[config.mk]
export PLATFORM = sky130hd
export DESIGN_NAME = sdram_arbiter
export DESIGN_NICKNAME = d
export VERILOG_FILES = /design/src/rtl/sdram_arbiter.sv
export SDC_FILE = /design/constraint.sdc
export NUM_CORES = 1
export LEC_CHECK = 0
export ABC_AREA = 1
export ABC_CLOCK_PERIOD_IN_PS = 3080
export BUFFER_PORTS_ARGS = -buffer_cell sky130_fd_sc_hd__clkbuf_2
export CAP_MARGIN = 25
export CORE_ASPECT_RATIO = 1.25
export CORE_MARGIN = 2
export CORE_UTILIZATION = 49
export DETAILED_ROUTE_END_ITERATION = 10
export PLACE_DENSITY = 0.84
export SETUP_SLACK_MARGIN = 0.02
export SYNTH_ARGS = -nofsm -noshare
export SYNTH_HDL_FRONTEND = slang
export SYNTH_SLANG_ARGS = --single-unit
[constraint.sdc]
create_clock -name clk -period 3.08 [get_ports clk]
set_clock_uncertainty 0.05 [all_clocks]
set_input_delay 0.924 -clock clk [delete_from_list [all_inputs] [get_ports clk]]
set_output_delay 0.924 -clock clk [all_outputs]
set_load 0.05 [all_outputs]
[src/rtl/sdram_arbiter.sv]
// Two-port (instruction fetch / data) arbiter in front of a single-request SDRAM controller.
// Data port is preferred; a starve counter guarantees the instruction port a grant periodically.
module sdram_arbiter #(
  parameter int STARVE_LIMIT = 2
) (
  input  logic        clk,
  input  logic        rst_n,
  input  logic        i_req,
  input  logic [23:0] i_addr,
  output logic [15:0] i_data,
  output logic        i_ack,
  input  logic        d_req,
  input  logic        d_we,
  input  logic [23:0] d_addr,
  input  logic [15:0] d_wdata,
  output logic [15:0] d_rdata,
  output logic        d_ack,
  output logic [23:0] m_addr,
  output logic [15:0] m_wdata,
  input  logic [15:0] m_rdata,
  output logic        m_read_req,
  output logic        m_write_req,
  input  logic        m_busy
);

  localparam logic [1:0] S_IDLE      = 2'd0;
  localparam logic [1:0] S_ISSUE     = 2'd1;
  localparam logic [1:0] S_WAIT_BUSY = 2'd2;
  localparam logic [1:0] S_WAIT_DONE = 2'd3;

  localparam int SW = (STARVE_LIMIT < 1) ? 1 : $clog2(STARVE_LIMIT + 1);
  localparam logic [SW-1:0] STARVE_MAX = SW'(STARVE_LIMIT);

  logic [1:0]    state_q,   state_d;
  logic [SW-1:0] starve_q,  starve_d;
  logic [2:0]    retry_q,   retry_d;
  logic          owner_q,   owner_d;   // 1 = instruction port owns the transaction
  logic          we_q,      we_d;
  logic [23:0]   addr_q,    addr_d;
  logic [15:0]   wdata_q,   wdata_d;
  logic [15:0]   i_data_q,  i_data_d;
  logic [15:0]   d_rdata_q, d_rdata_d;
  logic          i_ack_q,   i_ack_d;
  logic          d_ack_q,   d_ack_d;
  logic          grant_d_s, grant_i_s;

  // Next-state, grant and completion logic.
  always_comb begin
    state_d   = state_q;
    starve_d  = starve_q;
    retry_d   = retry_q;
    owner_d   = owner_q;
    we_d      = we_q;
    addr_d    = addr_q;
    wdata_d   = wdata_q;
    i_data_d  = i_data_q;
    d_rdata_d = d_rdata_q;
    i_ack_d   = 1'b0;
    d_ack_d   = 1'b0;
    grant_d_s = 1'b0;
    grant_i_s = 1'b0;

    case (state_q)
      S_IDLE: begin
        // The ack cycle is skipped so a requester still holding req is not served twice.
        if (!i_ack_q && !d_ack_q && (d_req || i_req)) begin
          if (d_req && !(i_req && (starve_q == STARVE_MAX))) begin
            grant_d_s = 1'b1;
            addr_d    = d_addr;
            wdata_d   = d_wdata;
            we_d      = d_we;
            owner_d   = 1'b0;
          end else begin
            grant_i_s = 1'b1;
            addr_d    = i_addr;
            wdata_d   = 16'h0000;
            we_d      = 1'b0;
            owner_d   = 1'b1;
          end
          state_d = S_ISSUE;
        end else begin
          state_d = S_IDLE;
        end
      end
      S_ISSUE: begin
        if (!m_busy) begin
          state_d = S_WAIT_BUSY;
          retry_d = 3'd0;
        end else begin
          state_d = S_ISSUE;
        end
      end
      S_WAIT_BUSY: begin
        if (m_busy) begin
          state_d = S_WAIT_DONE;
        end else if (retry_q == 3'd7) begin
          state_d = S_ISSUE;
        end else begin
          retry_d = retry_q + 3'd1;
        end
      end
      S_WAIT_DONE: begin
        if (!m_busy) begin
          if (owner_q) begin
            i_ack_d  = 1'b1;
            i_data_d = m_rdata;
          end else begin
            d_ack_d = 1'b1;
            if (!we_q) begin
              d_rdata_d = m_rdata;
            end else begin
              d_rdata_d = d_rdata_q;
            end
          end
          state_d = S_IDLE;
        end else begin
          state_d = S_WAIT_DONE;
        end
      end
      default: state_d = S_IDLE;
    endcase

    if (!i_req) begin
      starve_d = {SW{1'b0}};
    end else if (grant_i_s) begin
      starve_d = {SW{1'b0}};
    end else if (grant_d_s && (starve_q != STARVE_MAX)) begin
      starve_d = starve_q + {{(SW-1){1'b0}}, 1'b1};
    end else begin
      starve_d = starve_q;
    end
  end

  // State and output registers with synchronous active-low reset.
  always_ff @(posedge clk) begin
    if (!rst_n) begin
      state_q   <= S_IDLE;
      starve_q  <= {SW{1'b0}};
      retry_q   <= 3'd0;
      owner_q   <= 1'b0;
      we_q      <= 1'b0;
      addr_q    <= 24'h000000;
      wdata_q   <= 16'h0000;
      i_data_q  <= 16'h0000;
      d_rdata_q <= 16'h0000;
      i_ack_q   <= 1'b0;
      d_ack_q   <= 1'b0;
    end else begin
      state_q   <= state_d;
      starve_q  <= starve_d;
      retry_q   <= retry_d;
      owner_q   <= owner_d;
      we_q      <= we_d;
      addr_q    <= addr_d;
      wdata_q   <= wdata_d;
      i_data_q  <= i_data_d;
      d_rdata_q <= d_rdata_d;
      i_ack_q   <= i_ack_d;
      d_ack_q   <= d_ack_d;
    end
  end

  // Strobes depend on the live m_busy so a busy controller never sees a request.
  assign m_read_req  = (state_q == S_ISSUE) && !m_busy && !we_q;
  assign m_write_req = (state_q == S_ISSUE) && !m_busy &&  we_q;
  assign m_addr      = addr_q;
  assign m_wdata     = wdata_q;
  assign i_data      = i_data_q;
  assign d_rdata     = d_rdata_q;
  assign i_ack       = i_ack_q;
  assign d_ack       = d_ack_q;

endmodule

=== Word-level counts from Yosys, hierarchy flattened ===
Cells that the tools add are included.

* Output and inout bits: 76
* Register bits after elaboration: 83
* Word-level logic and storage cells: 72

* Muxes and demuxes: 21
* Add/sub/neg operators: 2
* Reductions and logical operators: 22
* Bitwise gates (word level): 6
* Eq/ne operators: 10

{| class="wikitable"
|+ Operator list
! kind !! number
|-
| 2-to-1 mux 24 bit || 1
|-
| 2-to-1 mux 16 bit || 1
|-
| 2-to-1 mux 1 bit || 10
|-
| 2-to-1 mux 3 bit || 3
|-
| logical AND 1 bit || 8
|-
| 2-to-1 mux 2 bit || 4
|-
| inequality test 2 bit, second input constant || 4
|-
| case mux 2 bit (4 select lines) || 1
|-
| AND reduction 4 bit || 2
|-
| equality test 2 bit, second input constant || 3
|-
| inverter 1 bit || 6
|-
| case mux 3 bit (2 select lines) || 1
|-
| OR reduction 3 bit || 2
|-
| logical NOT 1 bit || 5
|-
| adder 3 x 1 -> 3 bit, second input constant || 1
|-
| equality test 3 bit, second input constant || 1
|-
| inequality test 3 bit, second input constant || 1
|-
| AND reduction 3 bit || 1
|-
| adder 2 x 1 -> 2 bit, second input constant || 1
|-
| equality test 2 x 1 -> 1 bit, second input constant || 1
|-
| logical NOT 2 bit || 1
|-
| AND reduction 2 bit || 1
|-
| nonzero test 2 bit || 1
|-
| logical OR 1 bit || 1
|}

=== Logic depth before layout (Yosys ltp) ===
Gate-level depths: netlist (run 1).

* Depth in word-level cells: 8
* Depth in mapped cells: 10

=== Least setup slack after synthesis (run 1) ===
No wires, ideal clock.

* Path kind: in2out
* Start point: input port m_busy
* End point: output port m_read_req
* Required time: 2.106 ns
* Arrival time: 1.718 ns
* Buffers on the path: 0
* Cell stages on the path: 3
* Slack: 0.388 ns
* Cells stage by stage: inv_1 nand3_1 nor2_1

* Cells in the longest elaborated chain, start to end: 3

{| class="wikitable"
|+ Ends and longest elaborated chain
! element !! RTL line !! text
|-
| start: declaration || 23 || <nowiki>input logic m_busy</nowiki>
|-
| logical NOT 1 bit || 164 || <nowiki>assign m_read_req = (state_q == S_ISSUE) && !m_busy && !we_q;</nowiki>
|-
| logical AND 1 bit (2 in series) || 164 ||
|-
| end: declaration || 21 || <nowiki>output logic m_read_req,</nowiki>
|}

Every way passes these cells.

=== Worst setup path in the final report (run 1) ===
Ends and elaborated chain as after synthesis.

==> summary.json, run 1 <==
{
  "first_pass_iteration_count_of_the_detailed_router": 4,
  "tritoncts_clock_tree": "built",
  "hold_class": "reg -> reg",
  "fp.dieH_um": 96.3,
  "total_switching_power_uw": 814,
  "final_hpwl_from_detailed_placement_um": 5990,
  "totalPowerFinal_uw": 2560,
  "post_cts_resized": 0,
  "grt_start_max_net_pins": 47,
  "critical_path.endpoint_type": "output pin",
  "io_buffer_count": 161,
  "cts.root.buffer_cell": "sky130_fd_sc_hd__clkbuf_8",
  "routed-via-count": 3423,
  "drt-wirelength-per-cell_um": 11.5,
  "drcViolationCount": 0,
  "rsz_0062_raised_after_global_routing": "no",
  "postSynthCellCount": 466,
  "grt_overflow": 0,
  "outcome": "finished clean",
  "power-per-cell-area_mw_per_mm2": 587,
  "total_die_area_mm2": 0.00749,
  "max_freq_mhz": 380,
  "setup.worst_path.start_class": "input port",
  "yosysSeqAreaShare_pct": 49.8,
  "intPower_uw": 1750,
  "worst-path-max-fanout": 6,
  "timing_hold_violations_final": 0,
  "antenna_cells_inserted": 0,
  "htreeDepth": 3,
  "seq_power_share_pct": 45.9,
  "cts-hold-fix-buffers": 0,
  "clockBufferDepth": 2,
  "vias_per_cell": 4.83,
  "relSlewSlack_pct": 48.9,
  "clk-insertion-delay-late_ns": 0.34,
  "power_frac_clock_pct": 32.6,
  "worstPathRequired_ns": 2.11,
  "clk_pin_slew_worst_paths_ns": 0.08,
  "design.portCount": 162,
  "die_w_um": 77.8,
  "switching_share_pct": 31.8,
  "timing.hold.ws_ns": 0.418,
  "setup_buffers_after_cts": 0,
  "leakage_power_total_uw": 0.00216,
  "gr-usage-all-layers_pct": 22.1,
  "placed_cell_area_mm2": 0.00414,
  "maximum_ir_drop_on_the_vdd_rail_mv": 0.305,
  "antenna_found_initial": 0,
  "number_of_filler_cells_placed_in_the_layout": 584,
  "tns_ns": 0,
  "setup_viol_count_final": 0,
  "comb_power_share_pct": 21.5,
  "cts_num_sinks": 83,
  "seq_area_mm2": 0.00166,
  "first_global_vias": 3212,
  "detail_route.wirelength_um": 8130,
  "finish.net_count": 706,
  "worst_slew_pin_slew_ns": 0.766,
  "crit_type": "in -> out",
  "drv_slew": 0,
  "cap_violations": 0,
  "cts_inserted_buffers": 9,
  "syn-mean-instance-area_um2": 7.16,
  "synth_fp_nets": 555,
  "fin_crit_sh_pct": 85.5,
  "final_layout_size_suffix_gt1_share_pct": 30.9,
  "rows": 33,
  "core_region_area_mm2": 0.00657,
  "syn_area_mm2": 0.00334,
  "globalplace.congestion": 0.759,
  "ant_nets": 0,
  "yosys_register_bits": 83,
  "arrival_ns": 1.66,
  "start_util_pct": 50.8,
  "period_minus_slack_ns": 2.63,
  "synth.yosys.warnings": 0,
  "layout.cells.most_common_list": "165 x sky130_fd_sc_hd__nand2_1, 161 x sky130_fd_sc_hd__clkbuf_2, 83 x sky130_fd_sc_hd__dfxtp_1, 75 x sky130_fd_sc_hd__nor2_1, 47 x sky130_fd_sc_hd__a21oi_1",
  "syn2layout_area_growth_pct": 30.7,
  "yosys_cell_types": 22,
  "post-route-cell-area_mm2": 0.00436,
  "mostFrequentLayoutCell": "sky130_fd_sc_hd__nand2_1",
  "detailedRoute.firstIterationViolations": 100,
  "multiInputGateArea_mm2": 0.00148,
  "grt_pass1_wl_um": 13400
}
-- cell type report --
class / instances / share of cell area, %
Multi-Input combinational cell: 341 / 33.9
Timing Repair Buffer: 164 / 19.0
Clock buffer: 10 / 2.93
Tap cell: 87 / 2.50
Sequential cell: 83 / 38.1
Inverter: 18 / 1.55
Clock inverter: 6 / 2.07
-- power by group through the flow --
stage / sequential, uW / clock [uW] / combinational (uW)
floorplan: 1380 / 0 / 224
global placement: 1200 / 0 / 544
detailed placement: 1200 / 0 / 552
CTS: 1180 / 856 / 553
global route: 1180 / 897 / 603
finish: 1180 / 835 / 550
-- kinds of logic (layout without fill, tap and decap cells) --
kind of cell             Yosys count  count (layout)  share of synthesized area, %
AND/OR/NAND/NOR                  254             254                          30.3
AO/OA/AOI/OAI                     84              84                          12.8
flip-flops                        83              83                          49.8
buffers and inverters             42             198                          5.96
adder cells (fa/ha/maj)            3               3                          1.12
-- worst paths after layout --
path	from	to	slack (ns)	cells after the start
setup / recovery	m_busy	m_read_req	0.45	5
hold / removal	m_addr[2]	m_addr[2]	0.42	2
setup reg to reg	starve_q[0]	m_addr[22]	1.15	9
hold reg to reg	m_addr[2]	m_addr[2]	0.42	2
-- through the flow --
step	util, %	instances	worst slack (ns)
2_1_floorplan	-	466	0.388
3_3_place_gp	63.1	693	0.454
3_5_place_dp	63.1	693	0.440
4_1_cts	66.4	709	0.437
5_1_grt	66.4	709	0.371
6_report	66.4	709	0.447
-- metal layers --
layer	vias up	track usage, %	share of wire (%)
met4	0	8.04	1.2
met2	133	41.0	50
li1	1771	-	-
met5	-	0	0
met1	1506	24.6	41
met3	13	5.25	8.1
-- Yosys cell counts, drive strengths merged --
library cell	instances	area, um^2
a211oi	1	7.51
o21ai	35	175
o211a	1	10.0
buf	16	101
nor4	1	6.26
inv	18	67.6
ha	3	37.5
nand2	168	638
nand4	1	6.26
a21oi	47	235
clkbuf	8	30.0
nor2	78	305
nand3	6	55.1
dfxtp	83	1660
-- worst max-delay path, stage by stage --
cell and delay, ns:
sky130_fd_sc_hd__clkbuf_2 0.13, sky130_fd_sc_hd__inv_1 0.06, sky130_fd_sc_hd__nand3_1 0.11, sky130_fd_sc_hd__nor2_1 0.13, sky130_fd_sc_hd__clkbuf_2 0.30
-- registers in the layout, indices dropped and copies added (netlist names) --
signal	flops
d_ack	1
m_wdata	16
i_ack	1
retry_q	3
owner_q	1
d_rdata	16
m_addr	24
we_q	1
state_q	2
starve_q	2
i_data	16
Power figures use the tool's default switching activity.
==> inputs of run 2 (changes only) <==
- CORE_MARGIN: 2 -> unset
- REMOVE_ABC_BUFFERS: unset -> 1
==> summary.json, run 2 (synthesis gave the netlist of run 1 again) <==
{
  "clk-insertion-delay-late": {"value": 0.34, "unit": "ns", "change": "about the same"},
  "cap_violations": {"value": 0, "change": "unchanged"},
  "antenna_found_initial": {"value": 0, "change": "unchanged"},
  "critical_path.endpoint_type": "output pin",
  "power-per-cell-area": {"value": 590, "unit": "mW/mm^2", "change": "+0.48%"},
  "worstPathRequired": {"value": 2.11, "unit": "ns", "change": "about the same"},
  "gr-usage-all-layers": {"value": 23.2, "unit": "%", "change": "+1.0 points"},
  "rsz_0062_raised_after_global_routing": "no",
  "drt-wirelength-per-cell": {"value": 11.7, "unit": "um", "change": "+2.3%"},
  "globalplace.congestion": {"value": 0.854, "change": "+13%"},
  "fin_crit_sh": {"value": 85.2, "unit": "%", "change": "-0.29 points"},
  "fp.dieH": {"value": 94.3, "unit": "um", "change": "-2.1%"},
  "syn2layout_area_growth": {"value": 30.6, "unit": "%", "change": "about the same"},
  "htreeDepth": {"value": 3, "change": "unchanged"},
  "period_minus_slack": {"value": 2.62, "unit": "ns", "change": "-0.00894 ns"},
  "antenna_cells_inserted": {"value": 0, "change": "unchanged"},
  "first_pass_iteration_count_of_the_detailed_router": {"value": 5, "change": "+1"},
  "detailedRoute.firstIterationViolations": {"value": 108, "change": "+8.0%"},
  "setup_buffers_after_cts": {"value": 0, "change": "unchanged"},
  "setup.worst_path.start_class": "input port",
  "post_cts_resized": {"value": 0, "change": "unchanged"},
  "rows": {"value": 33, "change": "unchanged"},
  "largest_register_ff_count": {"value": 24, "change": "unchanged"},
  "outcome": "finished clean",
  "final_critical_path_setup_slack": {"value": 0.456, "unit": "ns", "change": "+0.00894 ns"},
  "timing.hold.ws": {"value": 0.415, "unit": "ns", "change": "-0.00269 ns"},
  "worst-path-max-fanout": {"value": 6, "change": "unchanged"},
  "clk_pin_slew_worst_paths": {"value": 0.08, "unit": "ns", "change": "about the same"},
  "io_buffer_count": {"value": 161, "change": "unchanged"},
  "routed-via-count": {"value": 3453, "change": "+0.88%"},
  "final_layout_size_suffix_gt1_share": {"value": 30.8, "unit": "%", "change": "-0.11 points"},
  "tns": {"value": 0, "unit": "ns", "change": "unchanged"},
  "post-place-ws": {"value": 0.455, "unit": "ns", "change": "+0.0154 ns"},
  "maximum_ir_drop_on_the_vdd_rail": {"value": 0.407, "unit": "mV", "change": "+33%"},
  "start_util": {"value": 50.8, "unit": "%", "change": "unchanged"},
  "total_die_area": {"value": 0.00715, "unit": "mm^2", "change": "-4.6%"},
  "grt_pass1_wl": {"value": 12600, "unit": "um", "change": "-6.6%"},
  "setup_viol_count_final": {"value": 0, "change": "unchanged"},
  "die_w": {"value": 75.8, "unit": "um", "change": "-2.6%"},
  "first_global_vias": {"value": 3056, "change": "-4.9%"},
  "relSlewSlack": {"value": 47.9, "unit": "%", "change": "-0.99 points"},
  "cts.root.buffer_cell": "sky130_fd_sc_hd__clkbuf_8",
  "layout.cells.most_common_list": "165 x sky130_fd_sc_hd__nand2_1, 161 x sky130_fd_sc_hd__clkbuf_2, 83 x sky130_fd_sc_hd__dfxtp_1, 75 x sky130_fd_sc_hd__nor2_1, 47 x sky130_fd_sc_hd__a21oi_1",
  "drv_slew": {"value": 0, "change": "unchanged"},
  "timing_hold_violations_final": {"value": 0, "change": "unchanged"},
  "final_hpwl_from_detailed_placement": {"value": 5950, "unit": "um", "change": "-0.62%"},
  "clockBufferDepth": {"value": 2, "change": "unchanged"},
  "hold_class": "reg -> reg",
  "cts-hold-fix-buffers": {"value": 0, "change": "unchanged"},
  "detail_route.wirelength": {"value": 8310, "unit": "um", "change": "+2.1%"},
  "vias_per_cell": {"value": 4.88, "change": "+1.0%"},
  "grt_start_max_net_pins": {"value": 47, "change": "unchanged"},
  "cts_num_sinks": {"value": 83, "change": "unchanged"},
  "worst_slew_pin_slew": {"value": 0.781, "unit": "ns", "change": "+0.0148 ns"},
  "crit_type": "in -> out",
  "drcViolationCount": {"value": 0, "change": "unchanged"},
  "design.portCount": {"value": 162, "change": "unchanged"},
  "mostFrequentLayoutCell": "sky130_fd_sc_hd__nand2_1",
  "tritoncts_clock_tree": "built",
  "arrival": {"value": 1.65, "unit": "ns", "change": "about the same"},
  "cts_inserted_buffers": {"value": 9, "change": "unchanged"},
  "max_freq": {"value": 381, "unit": "MHz", "change": "+0.34%"},
  "core_region_area": {"value": 0.00657, "unit": "mm^2", "change": "unchanged"},
  "grt_overflow": {"value": 0, "change": "unchanged"},
  "ant_nets": {"value": 0, "change": "unchanged"},
  "leakage_power_total": {"value": 0.00216, "unit": "uW", "change": "+0.15%"},
  "finish.net_count": {"value": 706, "change": "unchanged"}
}
[run 2: cell types whose count changed in the layout (fill, tap and decap cells not counted)]
| cell | previous run | this run |
|---|---|---|
| sky130_fd_sc_hd__clkinv_4 | 2 | 0 |
| sky130_fd_sc_hd__clkbuf_8 | 9 | 10 |
| sky130_fd_sc_hd__clkinvlp_4 | 1 | 0 |
| sky130_fd_sc_hd__inv_6 | 0 | 1 |
[run 2: per-layer routing]
| layer | track usage (%) | wire length (um) | vias to the layer above |
|---|---|---|---|
| met5 | 0 | 0 | - |
| met4 | 11.1 | 139 | 0 |
| met3 | 6.55 | 826 | 11 |
| met2 | 41.4 | 4060 | 163 |
| met1 | 24.1 | 3280 | 1510 |
| li1 | - | - | 1769 |
[run 2: final cells by class]
| type | instances | area [um^2] |
|---|---|---|
| fillers | 590 | 2210 |
| inverters | 18 | 67.6 |
| clock buffers | 11 | 141 |
| multi-input cells | 341 | 1480 |
| well taps | 87 | 109 |
| flip-flops and latches | 83 | 1660 |
| clock inverters | 4 | 73.8 |
| repair buffers | 164 | 828 |
[run 2: final timing paths]
| check | start | end | slack (ns) | depth (start not counted) |
|---|---|---|---|---|
| worst max register to register | starve_q[0] | starve_q[1] | 1.11 | 8 |
| worst min-delay path | m_wdata[0] | m_wdata[0] | 0.42 | 2 |
| worst min register to register | m_wdata[0] | m_wdata[0] | 0.42 | 2 |
| worst max-delay path | m_busy | m_read_req | 0.46 | 5 |
[run 2: worst max-delay path, stage by stage]
cell,delay (ns)
sky130_fd_sc_hd__clkbuf_2,0.14
sky130_fd_sc_hd__inv_1,0.07
sky130_fd_sc_hd__nand3_1,0.12
sky130_fd_sc_hd__nor2_1,0.12
sky130_fd_sc_hd__clkbuf_2,0.28
[run 2: metrics by stage]
stage / instance area (um^2) / utilization, % / total power, uW / std cells
2_1_floorplan: 3210 / - / 1570 / 442
3_3_place_gp: 4140 / 63.1 / 1740 / 693
3_5_place_dp: 4140 / 63.1 / 1750 / 693
4_1_cts: 4360 / 66.4 / 2590 / 708
5_1_grt: 4360 / 66.4 / 2690 / 708
6_report: 4360 / 66.4 / 2570 / 708
[run 2: report_power, final]
group	switching, uW	internal (uW)	total (uW)
Sequential	37.9	1140	1180
Clock	371	477	847
Combinational	398	151	548
==> inputs of run 3 (changes only) <==
- ABC_CLOCK_PERIOD_IN_PS: 3080 -> 3400
- BUFFER_PORTS_ARGS: -buffer_cell sky130_fd_sc_hd__clkbuf_2 -> -buffer_cell sky130_fd_sc_hd__buf_4
- clock period: 3.08 -> 3.4 ns (I/O delays scaled with it)
==> summary.json, run 3 (synthesis gave the netlist of run 1 again) <==
{
  "outcome": "finished clean",
  "crit_type": "in -> out",
  "cap_violations": {"value": 0, "change": "unchanged"},
  "worstRegToRegCells": {"value": 8, "change": "unchanged"},
  "cp_cell_sequence": "buf_4 > inv_1 > nand3_1 > nor2_1 > buf_4",
  "critPathBufInv": {"value": 3, "change": "unchanged"},
  "antenna_found_initial": {"value": 0, "change": "unchanged"},
  "routed-via-count": {"value": 3421, "change": "-0.93%"},
  "relSlewSlack": {"value": 48.3, "unit": "%", "change": "+0.43 points"},
  "first_global_vias": {"value": 2982, "change": "-2.4%"},
  "tns": {"value": 0, "unit": "ns", "change": "unchanged"},
  "worstPathRequired": {"value": 2.33, "unit": "ns", "change": "+0.22 ns"},
  "clk_pin_slew_worst_paths": {"value": 0.08, "unit": "ns", "change": "about the same"},
  "worst_slew_pin_slew": {"value": 0.774, "unit": "ns", "change": "-0.00637 ns"},
  "finish.net_count": {"value": 705, "change": "-0.14%"},
  "grt_pass1_wl": {"value": 13000, "unit": "um", "change": "+3.3%"},
  "setup_slack_of_the_most_critical_reg_to_reg_path": {"value": 1.39, "unit": "ns", "change": "+0.28 ns"},
  "power-per-cell-area": {"value": 492, "unit": "mW/mm^2", "change": "-17%"},
  "multiInputGateArea": {"value": 0.00148, "unit": "mm^2", "change": "unchanged"},
  "mostFrequentLayoutCell": "sky130_fd_sc_hd__nand2_1",
  "htreeDepth": {"value": 3, "change": "unchanged"},
  "most_frequent_cell_on_critical_path": "sky130_fd_sc_hd__buf_4",
  "detailedRoute.firstIterationViolations": {"value": 164, "change": "+52%"},
  "timing.hold.ws": {"value": 0.416, "unit": "ns", "change": "+0.00112 ns"},
  "leakage_power_total": {"value": 0.00226, "unit": "uW", "change": "+4.5%"},
  "post_layout_utilization_of_the_core": {"value": 72.2, "unit": "%", "change": "+5.8 points"},
  "totalPowerFinal": {"value": 2330, "unit": "uW", "change": "-9.4%"},
  "critical_path_cell_count": {"value": 5, "change": "unchanged"},
  "largest_register_ff_count": {"value": 24, "change": "unchanged"},
  "switching_share": {"value": 32.8, "unit": "%", "change": "+1.4 points"},
  "critical_path.endpoint_type": "output pin",
  "clk-insertion-delay-late": {"value": 0.35, "unit": "ns", "change": "about the same"},
  "drv_slew": {"value": 0, "change": "unchanged"},
  "max_freq_mhz": 364,
  "first_pass_iteration_count_of_the_detailed_router": {"value": 4, "change": "-1"},
  "clockBufferDepth": {"value": 2, "change": "unchanged"},
  "arrival": {"value": 1.68, "unit": "ns", "change": "+0.03 ns"},
  "maximum_ir_drop_on_the_vdd_rail": {"value": 0.349, "unit": "mV", "change": "-14%"},
  "seq_area": {"value": 0.00166, "unit": "mm^2", "change": "unchanged"},
  "vias_per_cell": {"value": 4.83, "change": "-0.93%"},
  "setup.worst_path.start_class": "input port",
  "crit-reg2reg-capture": "m_wdata[1]",
  "final_layout_size_suffix_gt1_share": {"value": 30.9, "unit": "%", "change": "+0.16 points"},
  "fp.dieH": {"value": 94.3, "unit": "um", "change": "unchanged"},
  "comb_power_share": {"value": 23.9, "unit": "%", "change": "+2.6 points"},
  "rows": {"value": 33, "change": "unchanged"},
  "tritoncts_clock_tree": "built",
  "drcViolationCount": {"value": 0, "change": "unchanged"},
  "setup_buffers_after_cts": {"value": 0, "change": "unchanged"},
  "rsz_0062_raised_after_global_routing": "no",
  "intPower": {"value": 1570, "unit": "uW", "change": "-11%"},
  "setup_viol_count_final": {"value": 0, "change": "unchanged"},
  "min_from": "m_wdata[4]",
  "io_buffer_count": {"value": 161, "change": "unchanged"},
  "cts-hold-fix-buffers": {"value": 0, "change": "unchanged"},
  "path_delay_family": "buffers and inverters",
  "total_die_area": {"value": 0.00715, "unit": "mm^2", "change": "unchanged"},
  "design.portCount": {"value": 162, "change": "unchanged"},
  "critPathSlowestCell": "sky130_fd_sc_hd__buf_4",
  "period_minus_slack_ns": 2.75,
  "post-route-cell-area": {"value": 0.00474, "unit": "mm^2", "change": "+8.7%"},
  "power_frac_clock": {"value": 30.4, "unit": "%", "change": "-2.6 points"},
  "number_of_filler_cells_placed_in_the_layout": {"value": 518, "change": "-12%"},
  "r2r-start": "starve_q[0]",
  "core_region_area": {"value": 0.00657, "unit": "mm^2", "change": "unchanged"},
  "cpPeakStageDelay": {"value": 0.22, "unit": "ns", "change": "-0.06 ns"},
  "globalplace.congestion": {"value": 0.843, "change": "-1.4%"},
  "layout.cells.most_common_list": "165 x sky130_fd_sc_hd__nand2_1, 163 x sky130_fd_sc_hd__buf_4, 83 x sky130_fd_sc_hd__dfxtp_1, 75 x sky130_fd_sc_hd__nor2_1, 47 x sky130_fd_sc_hd__a21oi_1",
  "fin_crit_sh_pct": 80.9,
  "die_w": {"value": 75.8, "unit": "um", "change": "unchanged"},
  "cts_inserted_buffers": {"value": 9, "change": "unchanged"},
  "total_switching_power": {"value": 763, "unit": "uW", "change": "-5.3%"},
  "timing_hold_violations_final": {"value": 0, "change": "unchanged"},
  "worst-path-max-fanout": {"value": 6, "change": "unchanged"},
  "grt_overflow": {"value": 0, "change": "unchanged"},
  "start_util": {"value": 50.8, "unit": "%", "change": "unchanged"},
  "syn2layout_area_growth_pct": 42.0,
  "final_hpwl_from_detailed_placement": {"value": 6230, "unit": "um", "change": "+4.6%"},
  "gr-usage-all-layers": {"value": 24.1, "unit": "%", "change": "+0.92 points"},
  "antenna_cells_inserted": {"value": 0, "change": "unchanged"},
  "post_cts_resized": {"value": 0, "change": "unchanged"},
  "detail_route.wirelength": {"value": 8760, "unit": "um", "change": "+5.5%"},
  "seq_power_share": {"value": 45.7, "unit": "%", "change": "about the same"},
  "worst_setup_path_endpoint": "m_read_req",
  "hold_class": "reg -> reg",
  "placed_cell_area": {"value": 0.00454, "unit": "mm^2", "change": "+9.5%"},
  "drt-wirelength-per-cell": {"value": 12.4, "unit": "um", "change": "+5.5%"},
  "grt_start_max_net_pins": {"value": 47, "change": "unchanged"},
  "crit_path_start": "m_busy",
  "cts.root.buffer_cell": "sky130_fd_sc_hd__clkbuf_8",
  "ant_nets": {"value": 0, "change": "unchanged"},
  "cts_num_sinks": {"value": 83, "change": "unchanged"}
}
## run 3: cell types whose count changed in the layout (fill, tap and decap cells not counted), sizes merged
cell and delta:
buf +160, bufinv -1, inv +1, clkinv +1
clkbuf -163, clkinvlp +2
## run 3: per-stage QoR
| stage | std cells | setup WS (ns) |
|---|---|---|
| floorplan | 442 | 0.516 |
| global placement | 692 | 0.720 |
| detailed placement | 692 | 0.657 |
| CTS | 708 | 0.656 |
| global route | 708 | 0.626 |
| finish | 708 | 0.649 |
## run 3: layout make-up
| cell class | count | share of cell area [%] |
|---|---|---|
| multi-input cells | 341 | 31.2 |
| flip-flops and latches | 83 | 35.1 |
| repair buffers | 163 | 25.8 |
| clock inverters | 7 | 1.61 |
| well taps | 87 | 2.30 |
| inverters | 18 | 1.43 |
| clock buffers | 9 | 2.61 |
## run 3: worst min-delay path by stage
stage                       end  slack (ns)  depth (start not counted)
finish               m_wdata[4]        0.42                          2
global route          m_addr[8]        0.43                          2
CTS                 m_wdata[12]        0.42                          2
detailed placement  m_wdata[12]        0.41                          2
global placement    starve_q[0]        0.40                          2
floorplan           starve_q[0]        0.39                          2
## run 3: per-layer routing
| layer | GRT usage (%) | wire length, um | up-vias |
|---|---|---|---|
| met2 | 39.7 | 4110 | 143 |
| met5 | 0 | 0 | - |
| met4 | 9.10 | 111 | 0 |
| met1 | 27.0 | 3570 | 1503 |
| met3 | 10.1 | 964 | 11 |
| li1 | - | - | 1764 |
## run 3: worst reg2reg max path, delay by kind of cell, from the launching register on
kind	cells	cell delay (ns)
fa+ha+maj	1	0.21
flops	1	0.33
simple gates	4	0.87
compound gates	1	0.15
buf+inv	2	0.33
## run 3: power groups by stage
stage	Clock, uW	Combinational [uW]	Sequential [uW]
after floorplan	0	177	1250
after global placement	0	549	1080
after detailed placement	0	558	1090
after CTS	723	559	1060
after global routing	775	601	1070
final	709	556	1060
